`src/rtl/vga_arb_pkg.sv`:
```
// Shared types and constants for the VGA write-port arbiter.
// Also holds the round-robin successor helper.
package vga_arb_pkg;

    localparam int NREQ = 3;

    localparam logic [1:0] DRW_SCROLL = 2'd0;
    localparam logic [1:0] DRW_GAME   = 2'd1;
    localparam logic [1:0] DRW_ERR    = 2'd2;

    typedef enum logic [1:0] {
        IDLE    = 2'd0,
        GRANT   = 2'd1,
        RELEASE = 2'd2
    } arb_state_t;

    // Next drawer in round-robin order; the unused code 3 folds back to drawer 0.
    function automatic logic [1:0] rr_next(input logic [1:0] idx);
        logic [1:0] nxt;
        case (idx)
            DRW_SCROLL: nxt = DRW_GAME;
            DRW_GAME:   nxt = DRW_ERR;
            default:    nxt = DRW_SCROLL;
        endcase
        return nxt;
    endfunction

    function automatic logic [NREQ-1:0] onehot(input logic [1:0] idx);
        logic [NREQ-1:0] vec;
        vec      = '0;
        vec[idx] = 1'b1;
        return vec;
    endfunction

endpackage

```
`src/rtl/rr_pick.sv`:
```
// Combinational round-robin picker: the drawer after 'last' gets first look,
// and 'last' itself is considered only when nobody else is requesting.
module rr_pick
    import vga_arb_pkg::*;
(
    input  logic [NREQ-1:0] req,
    input  logic [1:0]      last,
    output logic [1:0]      winner,
    output logic            any
);

    logic [1:0] first;
    logic [1:0] second;
    logic [1:0] third;

    always_comb begin
        first  = rr_next(last);
        second = rr_next(first);
        third  = rr_next(second);
        any    = |req;
        winner = first;
        if (req[first]) begin
            winner = first;
        end else if (req[second]) begin
            winner = second;
        end else if (req[third]) begin
            winner = third;
        end
    end

endmodule

```
`src/rtl/vga_write_arbiter.sv`:
```
// Shares the single VGA adapter write port between three pixel drawers,
// granting whole bursts round-robin and revoking hung grants by timeout.
module vga_write_arbiter
    import vga_arb_pkg::*;
#(
    parameter int X_W     = 8,
    parameter int Y_W     = 7,
    parameter int COL_W   = 3,
    parameter int TIMEOUT = 19200,
    parameter int TO_W    = 15
) (
    input  logic                clk,
    input  logic                reset,
    input  logic [NREQ-1:0]     req,
    input  logic [NREQ-1:0]     done,
    input  logic [NREQ*X_W-1:0] x_in,
    input  logic [NREQ*Y_W-1:0] y_in,
    input  logic [NREQ*COL_W-1:0] colour_in,
    input  logic [NREQ-1:0]     plot_in,
    output logic [NREQ-1:0]     gnt,
    output logic [X_W-1:0]      vga_x,
    output logic [Y_W-1:0]      vga_y,
    output logic [COL_W-1:0]    vga_colour,
    output logic                vga_plot,
    output logic                busy,
    output logic                timeout_err
);

    localparam logic [TO_W-1:0] CNT_LAST = TO_W'(TIMEOUT - 1);

    arb_state_t      state;
    logic [1:0]      cur;
    logic [1:0]      last;
    logic [TO_W-1:0] cnt;

    logic [1:0] winner;
    logic       any_req;

    logic [X_W-1:0]   x_arr   [NREQ];
    logic [Y_W-1:0]   y_arr   [NREQ];
    logic [COL_W-1:0] col_arr [NREQ];

    for (genvar i = 0; i < NREQ; i++) begin : g_unpack
        assign x_arr[i]   = x_in[i*X_W +: X_W];
        assign y_arr[i]   = y_in[i*Y_W +: Y_W];
        assign col_arr[i] = colour_in[i*COL_W +: COL_W];
    end

    rr_pick u_pick (
        .req    (req),
        .last   (last),
        .winner (winner),
        .any    (any_req)
    );

    logic hit_done;
    logic hit_drop;
    logic hit_limit;
    logic leave;

    assign hit_done  = done[cur];
    assign hit_drop  = ~req[cur];
    assign hit_limit = (cnt == CNT_LAST);
    assign leave     = hit_done | hit_drop | hit_limit;

    // A timeout is only reported when the drawer is still asking and has not
    // just signalled its last pixel; done wins over a coincident timeout.
    always_ff @(posedge clk or posedge reset) begin
        if (reset) begin
            state       <= IDLE;
            cur         <= DRW_SCROLL;
            last        <= DRW_ERR;
            cnt         <= '0;
            gnt         <= '0;
            vga_x       <= '0;
            vga_y       <= '0;
            vga_colour  <= '0;
            vga_plot    <= 1'b0;
            busy        <= 1'b0;
            timeout_err <= 1'b0;
        end else begin
            case (state)
                IDLE: begin
                    vga_plot    <= 1'b0;
                    timeout_err <= 1'b0;
                    if (any_req) begin
                        cur   <= winner;
                        gnt   <= onehot(winner);
                        cnt   <= '0;
                        state <= GRANT;
                        busy  <= 1'b1;
                    end
                end
                GRANT: begin
                    vga_x      <= x_arr[cur];
                    vga_y      <= y_arr[cur];
                    vga_colour <= col_arr[cur];
                    vga_plot   <= plot_in[cur];
                    if (leave) begin
                        state       <= RELEASE;
                        gnt         <= '0;
                        timeout_err <= hit_limit & ~hit_done & ~hit_drop;
                    end else begin
                        cnt <= cnt + TO_W'(1);
                    end
                end
                RELEASE: begin
                    gnt         <= '0;
                    vga_plot    <= 1'b0;
                    timeout_err <= 1'b0;
                    last        <= cur;
                    state       <= IDLE;
                    busy        <= 1'b0;
                end
                default: begin
                    gnt         <= '0;
                    vga_plot    <= 1'b0;
                    timeout_err <= 1'b0;
                    state       <= IDLE;
                    busy        <= 1'b0;
                end
            endcase
        end
    end

endmodule
```
`config.mk`:
```
export PLATFORM = sky130hd
export DESIGN_NAME = vga_write_arbiter
export DESIGN_NICKNAME = d
export VERILOG_FILES = /design/src/rtl/vga_arb_pkg.sv /design/src/rtl/rr_pick.sv /design/src/rtl/vga_write_arbiter.sv
export SDC_FILE = /design/constraint.sdc
export NUM_CORES = 1
export LEC_CHECK = 0
export ABC_AREA = 1
export CORE_MARGIN = 2
export CORE_UTILIZATION = 47
export CTS_BUF_LIST = sky130_fd_sc_hd__clkbuf_4
export CTS_CLUSTER_SIZE = 20
export DETAILED_ROUTE_END_ITERATION = 6
export PLACE_DENSITY = 0.82
export SYNTH_ARGS = -nofsm -noshare
export SYNTH_HDL_FRONTEND = slang
export SYNTH_SLANG_ARGS = --single-unit
export TNS_END_PERCENT = 100
```
`constraint.sdc`:
```
create_clock -name clk -period 1.66 [get_ports clk]
set_input_delay 0.332 -clock clk [delete_from_list [all_inputs] [get_ports clk]]
set_output_delay 0.332 -clock clk [all_outputs]
set_load 0.02 [all_outputs]
```
==> flow_metrics.py, run 1 <==
metrics = {
    "setup_path": {
        "cp_cell_sequence": "nor2_1 > nand4_1 > nand3_2 > buf_4 > nand3_1 > o21ai_0",
        "crit_startpoint": "state[1]",
        "worst-endpoint-required_ns": 1.94,
        "critical_path.slowest_cell": "sky130_fd_sc_hd__dfrtp_1",
        "worstSetupPathType": "flop to flop",
        "reg2regPathDepth": 6,
        "rr_endpoint": "cnt[0]",
        "critPathMaxStageDelay_ns": 0.46,
        "critical_path.endpoint_type": "flop",
        "setup.reg_to_reg.worst_slack_ns": 0.16,
        "timing.critical_path.from_type": "flop",
        "timing.critical_path.fanout_max": 10,
        "worst_ep_arrival_time_ns": 1.78,
        "critical_path.reg2reg.startpoint": "state[1]",
        "critical_path_capture_point": "cnt[0]",
    },
    "global_routing": {
        "first_global_vias": 2653,
        "grt_overflow": 0,
        "first_pass_grt_wire_length_mm": 11.8,
        "grt_start_max_net_pins": 38,
        "antenna_violations_before_repair": 0,
        "global_route.usage.total_pct": 23.6,
    },
    "route": {
        "vias": 2736,
        "drt_iter0_drc": 86,
        "drtAntennaViolNets": 0,
        "wirelength_mm": 7.08,
        "vias_per_cell": 5.04,
        "highest-signal-layer": "met4",
        "drt_first_pass_iters": 4,
        "met2_wirelength_from_detailed_routing_mm": 3.39,
        "drc": 0,
        "wl_per_cell_um": 13.0,
        "met3_wirelength_um": 460,
        "post_route_met1_wirelength_mm": 3.17,
    },
    "sta": {
        "finalMaxSlewViolations": 0,
        "unrepaired_setup_endpoints_after_global_routing": "false",
        "setup_violations": 0,
        "timing_hold_violations_final": 0,
        "tightestPinTransition_ns": 0.549,
        "period_minus_slack_ns": 1.50,
        "final.setup.worst_slack_ns": 0.156,
        "fin_skew_ns": 0.00697,
        "achievable-frequency_ghz": 0.665,
        "min_period_over_period_pct": 90.6,
        "slew_headroom_pct": 63.2,
        "finalSetupTns_ns": 0,
    },
    "finish": {
        "antenna-diode-count": 0,
        "stdcell_area_um2": 3770,
        "finalNonFillerCells": 543,
        "layout-drive-gt1-share_pct": 8.92,
        "area_delta_synth_final_pct": 43.5,
        "layout.nets": 536,
    },
    "placed_design": {
        "io_buffer_count": 88,
        "hpwl_detailed_mm": 5.34,
        "place_worst_setup_slack_ns": -0.163,
        "placedInstanceArea_um2": 3720,
        "finalWeightedCongestion": 0.870,
        "placed_cells_incl_taps": 534,
    },
    "synth": {
        "postSynth.asyncResetShare_pct": 100,
        "yosysWarnings": 0,
        "synth.largest_area_cell": "sky130_fd_sc_hd__dfrtp_1",
        "postSynth.topFlopCell": "sky130_fd_sc_hd__dfrtp_1",
        "post_synth_most_frequent_cells": "92 x sky130_fd_sc_hd__nand2_1, 91 x sky130_fd_sc_hd__nor2_1, 44 x sky130_fd_sc_hd__dfrtp_1",
        "ys_types": 29,
        "netlist_top_cells_area": "sky130_fd_sc_hd__dfrtp_1 42%, sky130_fd_sc_hd__nand2_1 13%, sky130_fd_sc_hd__nor2_1 13%, sky130_fd_sc_hd__o21ai_0 5.1%, sky130_fd_sc_hd__nand3_1 4.9%",
        "netlist_instances": 368,
        "ys_ff_latch": 45,
        "synth_largest_type_area_fraction_pct": 41.8,
        "synth_enable_flop_cells": 0,
        "syn_area_per_cell_um2": 7.15,
        "yosysMostFrequentCell": "sky130_fd_sc_hd__nand2_1",
        "synth.yosys.seq_area_share_pct": 42.8,
        "synth_nets": 434,
        "syn_area_um2": 2630,
    },
    "clocking": {
        "ctsHtreeMaxLevel": 2,
        "clock-sinks": 45,
        "tritoncts": "built",
        "hold_buffers": 0,
        "number_of_buffers_created_by_cts": 5,
        "clk_latency_ns": 0.36,
        "clock_tree.buffer_depth": 2,
        "cts_root_buffer": "sky130_fd_sc_hd__clkbuf_4",
        "clk_pin_slew_worst_paths_ns": 0.12,
    },
    "floorplanning": {
        "die_outline_width_um": 78.8,
        "die_height_um": 78.8,
        "coreArea_um2": 5470,
        "start_util_pct": 48.1,
        "fp.dieArea_um2": 6210,
        "pin_count": 89,
        "row_count": 27,
    },
    "status": {
        "status": "finished, final reports clean",
    },
    "job": {
        "cap_viol_max_count": 0,
    },
    "pwr": {
        "cellLeakagePower_nw": 1.74,
        "post-layout-total-power_w": 0.00514,
        "peakVddDrop_mv": 0.606,
        "pwr_density_cell_nw_per_um2": 1360,
    },
    "hold_path": {
        "worst_hold_path_type": "input pin to asynchronous set/reset pin",
    },
}
-- worst max-delay path: cells and delay by family, from the launching register on --
kind                   cells  cell delay [ns]
AND/OR/NAND/NOR            4             0.70
flip-flops                 1             0.46
buffers and inverters      1             0.20
AO/OA/AOI/OAI              1             0.07
-- power by group --
| part | switching, W | leakage [nW] | internal, W |
|---|---|---|---|
| registers | 0.000198 | 0.561 | 0.00146 |
| clock network | 0.000333 | 0.0368 | 0.000218 |
| logic | 0.00180 | 1.14 | 0.00113 |
| total | 0.00233 | 1.74 | 0.00281 |
-- cell type report --
type                    count  area (um^2)
clock buffers               8         60.1
repair buffers            111         1080
inverters                  21         78.8
flip-flops and latches     45         1130
well taps                  72         90.1
fillers                   480         1700
multi-input cells         286         1340
-- per-layer routing --
metal	vias to the layer above	GRT usage, %
li1	1392	-
met1	1252	28.8
met2	86	42.1
met3	6	5.00
met4	0	7.07
met5	-	0
-- logic make-up (layout without fill, tap and decap cells) --
logic type | after synthesis | count (layout) | synth area share, %
simple gates | 224 | 224 | 36.1
flops | 45 | 45 | 42.8
compound gates | 49 | 49 | 10.3
fa+ha+maj | 1 | 1 | 0.475
buf+inv | 37 | 140 | 6.23
xor+xnor | 12 | 12 | 3.99
-- sequential cells by signal, summed over array words and instances (netlist names) --
signal	flops
vga_y	7
timeout_err	1
gnt	3
vga_plot	1
cnt	15
vga_x	8
cur	2
last	2
state	2
vga_colour	3
busy	1
-- through the flow --
step           util, %  hold WS, ns
2_1_floorplan        -        0.475
4_1_cts           68.6        0.268
3_5_place_dp      68.0        0.467
5_1_grt           69.0        0.271
3_3_place_gp      68.0        0.458
6_report          69.0        0.266
-- worst min-delay path by stage --
stage	start	to	slack, ns	cells after the start
detailed placement	gnt[1]	gnt[1]	0.47	2
global placement	gnt[1]	gnt[1]	0.46	2
finish	reset	cnt[3]	0.27	2
floorplan	plot_in[2]	vga_plot	0.47	2
global route	reset	cnt[7]	0.27	2
CTS	reset	cnt[3]	0.27	2
-- placed cells by master, fill, tap and decap left out, drive strengths merged, types with 8 or more instances in the layout --
cell,synthesis,final
clkdlybuf4s50,0,64
nor2,92,92
buf,12,23
nand2,95,95
inv,20,19
o21ai,29,29
a31oi,18,18
clkbuf,4,8
dfrtp,44,44
nand3,29,29
dlygate4sd2,0,20
xor2,10,10
-- what timing repair did --
item	CTS	global route
resized for setup	20	5
endpoints found under the setup margin	20	20
setup buffers	0	1
Power figures use the tool's default switching activity.
==> run 2: changes to the inputs <==
- REMOVE_ABC_BUFFERS: default -> 1
==> flow_metrics.py, run 2 (synthesized netlist as in run 1, its figures left out) <==
metrics = {
    "setup_path": {
        "critical_path.slowest_cell": "sky130_fd_sc_hd__dfrtp_1",
        "critical_path.n_buffers_inverters": 1,
        "critical_path.endpoint_type": "flop",
        "cp_cell_sequence": "ha_4 > nand3_4 > nor3_4 > nand2_2 > nand3_4 > buf_6 > nand3_1 > nand2_1",
        "critical_path.top_delay_family": "simple AND/OR/NAND/NOR gates",
        "worst-endpoint-required_ns": 1.98,
        "critPathMaxStageDelay_ns": 0.42,
        "setup.reg_to_reg.worst_slack_ns": 0.12,
        "timing.critical_path.from_type": "flop",
        "critPathMostFrequentCell": "sky130_fd_sc_hd__nand3_4",
        "timing.critical_path.fanout_max": 9,
        "worstSetupPathType": "flop to flop",
        "worst_ep_arrival_time_ns": 1.86,
    },
    "sta": {
        "fin_skew_ns": 0.0134,
        "achievable-frequency_ghz": 0.647,
        "slew_headroom_pct": 68.5,
        "final.setup.worst_slack_ns": 0.115,
        "min_period_over_period_pct": 93.0,
        "tightestPinTransition_ns": 0.469,
        "timing_hold_violations_final": 0,
        "setup_violations": 0,
        "finalSetupTns_ns": 0,
        "unrepaired_setup_endpoints_after_global_routing": "false",
        "finalMaxSlewViolations": 0,
        "period_minus_slack_ns": 1.54,
    },
    "clocking": {
        "tritoncts": "built",
        "cts_root_buffer": "sky130_fd_sc_hd__clkbuf_4",
        "clock_tree.buffer_depth": 2,
        "number_of_buffers_created_by_cts": 5,
        "clk_pin_slew_worst_paths_ns": 0.14,
        "clk_latency_ns": 0.38,
        "ctsHtreeMaxLevel": 2,
        "clock-sinks": 45,
    },
    "finish": {
        "number_of_flip_flops_under_the_largest_register_name": 15,
        "layout.nets": 536,
        "antenna-diode-count": 0,
        "area_delta_synth_final_pct": 44.1,
        "final_cell_mix": "92 x sky130_fd_sc_hd__nand2_1, 91 x sky130_fd_sc_hd__nor2_1, 64 x sky130_fd_sc_hd__clkdlybuf4s50_1",
        "stdcell_area_um2": 3790,
        "fillerInstances": 465,
        "biggestRegsByFlops": "cnt: 15 flops, vga_x: 8 flops, vga_y: 7 flops",
        "registers.top_by_ff_count": "cnt",
        "layout-drive-gt1-share_pct": 8.92,
        "most_common_library_cell_in_the_layout_ignoring_fill_and_taps": "sky130_fd_sc_hd__nand2_1",
        "finalNonFillerCells": 543,
    },
    "placed_design": {
        "finalWeightedCongestion": 0.890,
        "placedInstanceArea_um2": 3690,
        "place_worst_setup_slack_ns": -0.176,
        "hpwl_detailed_mm": 5.43,
        "placed_cells_incl_taps": 533,
        "io_buffer_count": 88,
    },
    "pwr": {
        "post-layout-total-power_w": 0.00530,
        "peakVddDrop_mv": 1.25,
        "cellLeakagePower_nw": 1.70,
        "pwr_density_cell_nw_per_um2": 1400,
    },
    "global_routing": {
        "first_pass_grt_wire_length_mm": 12.1,
        "global_route.usage.total_pct": 24.4,
        "grt_overflow": 0,
        "first_global_vias": 2653,
        "grt_start_max_net_pins": 38,
        "antenna_violations_before_repair": 0,
    },
    "route": {
        "drc": 0,
        "wl_per_cell_um": 13.7,
        "wirelength_mm": 7.45,
        "drt_iter0_drc": 150,
        "drt_first_pass_iters": 4,
        "vias_per_cell": 5.19,
        "drtAntennaViolNets": 0,
        "vias": 2820,
    },
    "floorplanning": {
        "start_util_pct": 48.1,
        "fp.dieArea_um2": 6210,
        "row_count": 27,
        "die_outline_width_um": 78.8,
        "pin_count": 89,
        "coreArea_um2": 5470,
        "die_height_um": 78.8,
    },
    "job": {
        "cap_viol_max_count": 0,
    },
    "status": {
        "status": "finished, final reports clean",
    },
    "hold_path": {
        "worst_hold_path_type": "input pin to asynchronous set/reset pin",
    },
}
-- run 2: changes by cell type in the layout (fill, tap and decap cells not counted), sizes merged --
cell / previous run / this run
dlygate4sd2: 20 / 24
dlymetal6s2s: 4 / 0
clkbuf: 8 / 6
inv: 19 / 20
bufinv: 0 / 1
-- run 2: final timing paths --
path / startpoint / to / depth (start not counted)
max: cnt[1] / cnt[12] / 8
min: reset / cnt[0] / 2
max reg2reg: cnt[1] / cnt[12] / 8
min reg2reg: gnt[1] / gnt[1] / 2
max in group asynchronous: reset / last[1] / 3
min in group clk: gnt[1] / gnt[1] / 2
-- run 2: layer usage --
| layer | vias up | GRT usage (%) | share of wire, % |
|---|---|---|---|
| met5 | - | 0 | 0 |
| met1 | 1303 | 30.2 | 43 |
| li1 | 1391 | - | - |
| met2 | 113 | 41.9 | 47 |
| met3 | 13 | 5.91 | 8.1 |
| met4 | 0 | 8.45 | 1.8 |
-- run 2: power by group --
group	internal, W	leakage (nW)	switching, W
Combinational	0.00110	1.09	0.00181
Sequential	0.00146	0.561	0.000209
Clock	0.000340	0.0463	0.000379
-- run 2: cell type report --
| cell class | count | area [um^2] | area share (%) |
|---|---|---|---|
| clock buffer | 6 | 45.0 | 1.19 |
| timing repair buffer | 111 | 1040 | 27.5 |
| multi-input combinational | 286 | 1370 | 36.1 |
| sequential | 45 | 1130 | 29.7 |
| tap | 72 | 90.1 | 2.38 |
| inverter | 21 | 78.8 | 2.08 |
| clock inverter | 2 | 38.8 | 1.02 |
-- run 2: through the flow --
stage	utilization (%)	hold WS, ns
4_1_cts	68.4	0.215
2_1_floorplan	-	0.476
5_1_grt	69.3	0.227
3_5_place_dp	67.4	0.472
6_report	69.3	0.198
3_3_place_gp	67.4	0.463
-- run 2: repair_timing --
action / 4_1_cts / 5_1_grt
setup endpoints to repair: 24 / 18
hold buffers: 0 / 0
buffers inserted: 0 / 2
pin swaps: 0 / 2
gates resized for setup: 24 / 6
==> run 3: changes to the inputs <==
- CORE_UTILIZATION: 47 -> 49
- CTS_BUF_LIST: sky130_fd_sc_hd__clkbuf_4 -> sky130_fd_sc_hd__clkbuf_16
- PLACE_DENSITY: 0.82 -> 0.92
- clock period: 1.66 -> 2 ns (I/O delays scaled with it)
==> flow_metrics.py, run 3 (synthesized netlist as in run 1, its figures left out) <==
metrics = {
    "sta": {
        "slew_headroom_pct": 76.3,
        "tightestPinTransition_ns": 0.355,
        "setup_violations": 0,
        "timing_hold_violations_final": 0,
        "finalSetupTns_ns": 0,
        "hold-worst-slack_ns": 0.394,
        "unrepaired_setup_endpoints_after_global_routing": "false",
        "period_minus_slack_ns": 1.81,
        "fin_skew_ns": 0.00493,
        "finalMaxSlewViolations": 0,
        "achievable-frequency_ghz": 0.553,
        "min_period_over_period_pct": 90.5,
    },
    "clocking": {
        "number_of_buffers_created_by_cts": 5,
        "tritoncts": "built",
        "cts.repair_timing.setup_buffer_count": 0,
        "clock-sinks": 45,
        "cts_root_buffer": "sky130_fd_sc_hd__clkbuf_16",
        "clk_pin_slew_worst_paths_ns": 0.06,
        "hold_buffers": 0,
        "clk_latency_ns": 0.28,
        "postCtsResizedCells": 0,
        "clock_tree.buffer_depth": 2,
        "ctsHtreeMaxLevel": 2,
    },
    "route": {
        "highest-signal-layer": "met4",
        "met2_wirelength_from_detailed_routing_mm": 3.63,
        "drtAntennaViolNets": 0,
        "drt_iter0_drc": 173,
        "vias": 2752,
        "post_route_met1_wirelength_mm": 3.11,
        "drc": 0,
        "vias_per_cell": 5.23,
        "wl_per_cell_um": 14.0,
        "drt_first_pass_iters": 4,
        "met3_wirelength_um": 436,
        "wirelength_mm": 7.34,
    },
    "setup_path": {
        "worstSetupPathType": "flop to flop",
        "worst-endpoint-required_ns": 2.18,
        "critical_path.endpoint_type": "flop",
        "reg2regPathDepth": 8,
        "timing.critical_path.fanout_max": 18,
        "worst_ep_arrival_time_ns": 1.99,
        "timing.critical_path.from_type": "flop",
    },
    "finish": {
        "layout.nets": 522,
        "most_common_library_cell_in_the_layout_ignoring_fill_and_taps": "sky130_fd_sc_hd__nand2_1",
        "number_of_flip_flops_under_the_largest_register_name": 15,
        "antenna-diode-count": 0,
        "fillerInstances": 404,
        "registers.top_by_ff_count": "cnt",
        "layout-drive-gt1-share_pct": 5.48,
        "final_cell_mix": "92 x sky130_fd_sc_hd__nand2_1, 91 x sky130_fd_sc_hd__nor2_1, 88 x sky130_fd_sc_hd__clkdlybuf4s50_1",
        "area_delta_synth_final_pct": 41.7,
        "biggestRegsByFlops": "cnt: 15 flops, vga_x: 8 flops, vga_y: 7 flops",
    },
    "pwr": {
        "post-layout-total-power_w": 0.00462,
        "pwr_density_cell_nw_per_um2": 1240,
        "cellLeakagePower_nw": 1.62,
        "peakVddDrop_mv": 1.02,
    },
    "floorplanning": {
        "fp.dieArea_um2": 5970,
        "start_util_pct": 51.2,
        "coreArea_um2": 5140,
        "pin_count": 89,
        "row_count": 26,
        "die_height_um": 77.3,
        "die_outline_width_um": 77.3,
    },
    "placed_design": {
        "finalWeightedCongestion": 0.886,
        "hpwl_detailed_mm": 5.33,
        "io_buffer_count": 88,
    },
    "global_routing": {
        "first_pass_grt_wire_length_mm": 12.3,
        "first_global_vias": 2723,
        "grt_overflow": 0,
        "antenna_violations_before_repair": 0,
        "global_route.usage.total_pct": 25.6,
        "grt_start_max_net_pins": 38,
    },
    "hold_path": {
        "worst_hold_path_type": "input pin to asynchronous set/reset pin",
    },
    "status": {
        "status": "finished, final reports clean",
    },
    "job": {
        "cap_viol_max_count": 0,
    },
}
## run 3: cell types whose count changed in the layout (fill, tap and decap cells not counted), sizes merged
cell,before,now
buf,23,9
bufinv,1,0
clkbuf,6,5
clkdlybuf4s50,64,88
dlygate4sd2,24,0
inv,20,21
## run 3: area by class of cell
class | instances | area [um^2] | area share, %
flip-flops and latches | 45 | 1130 | 30.2
well taps | 70 | 87.6 | 2.35
clock buffers | 5 | 125 | 3.36
inverters | 21 | 78.8 | 2.11
repair buffers | 97 | 961 | 25.8
multi-input cells | 286 | 1340 | 36.0
clock inverters | 2 | 7.51 | 0.201
## run 3: worst max-delay path, cell delays in order (launching register included)
cell                      delay [ns]
sky130_fd_sc_hd__dfrtp_1        0.41
sky130_fd_sc_hd__ha_1           0.23
sky130_fd_sc_hd__nand3_2        0.17
sky130_fd_sc_hd__nor3_4         0.22
sky130_fd_sc_hd__nand2_2        0.13
sky130_fd_sc_hd__nand3_4        0.23
sky130_fd_sc_hd__nand2_4        0.16
sky130_fd_sc_hd__nand2_1        0.10
sky130_fd_sc_hd__nand2_1        0.05
## run 3: per-stage QoR
stage / setup slack, ns / utilization, % / std cells / area, um^2
after floorplan: -0.221 / - / 352 / 2550
after global placement: 0.0771 / 69.9 / 519 / 3590
after detailed placement: -0.00226 / 69.9 / 519 / 3590
after CTS: 0.204 / 72.5 / 526 / 3730
after global routing: 0.0347 / 72.5 / 526 / 3730
final: 0.190 / 72.5 / 526 / 3730
## run 3: layer usage
metal,up-vias,global-route usage [%]
met1,1287,31.5
met2,86,44.3
met5,-,0
met4,0,8.75
met3,19,5.53
li1,1360,-
## run 3: power by group
part           internal [W]  total (W)  switching [W]
logic              0.000984    0.00246        0.00147
clock network      0.000447   0.000770       0.000323
registers           0.00122    0.00140       0.000182
total               0.00265    0.00462        0.00198
## run 3: path summary, 6_finish.rpt
| path | end | from | slack, ns |
|---|---|---|---|
| min in group clk | gnt[1] | gnt[1] | 0.49 |
| setup reg to reg | cnt[14] | cnt[1] | 0.19 |
| hold reg to reg | gnt[1] | gnt[1] | 0.49 |
| max in group asynchronous | last[1] | reset | 1.07 |
| hold / removal | cnt[5] | reset | 0.39 |
| setup / recovery | cnt[14] | cnt[1] | 0.19 |
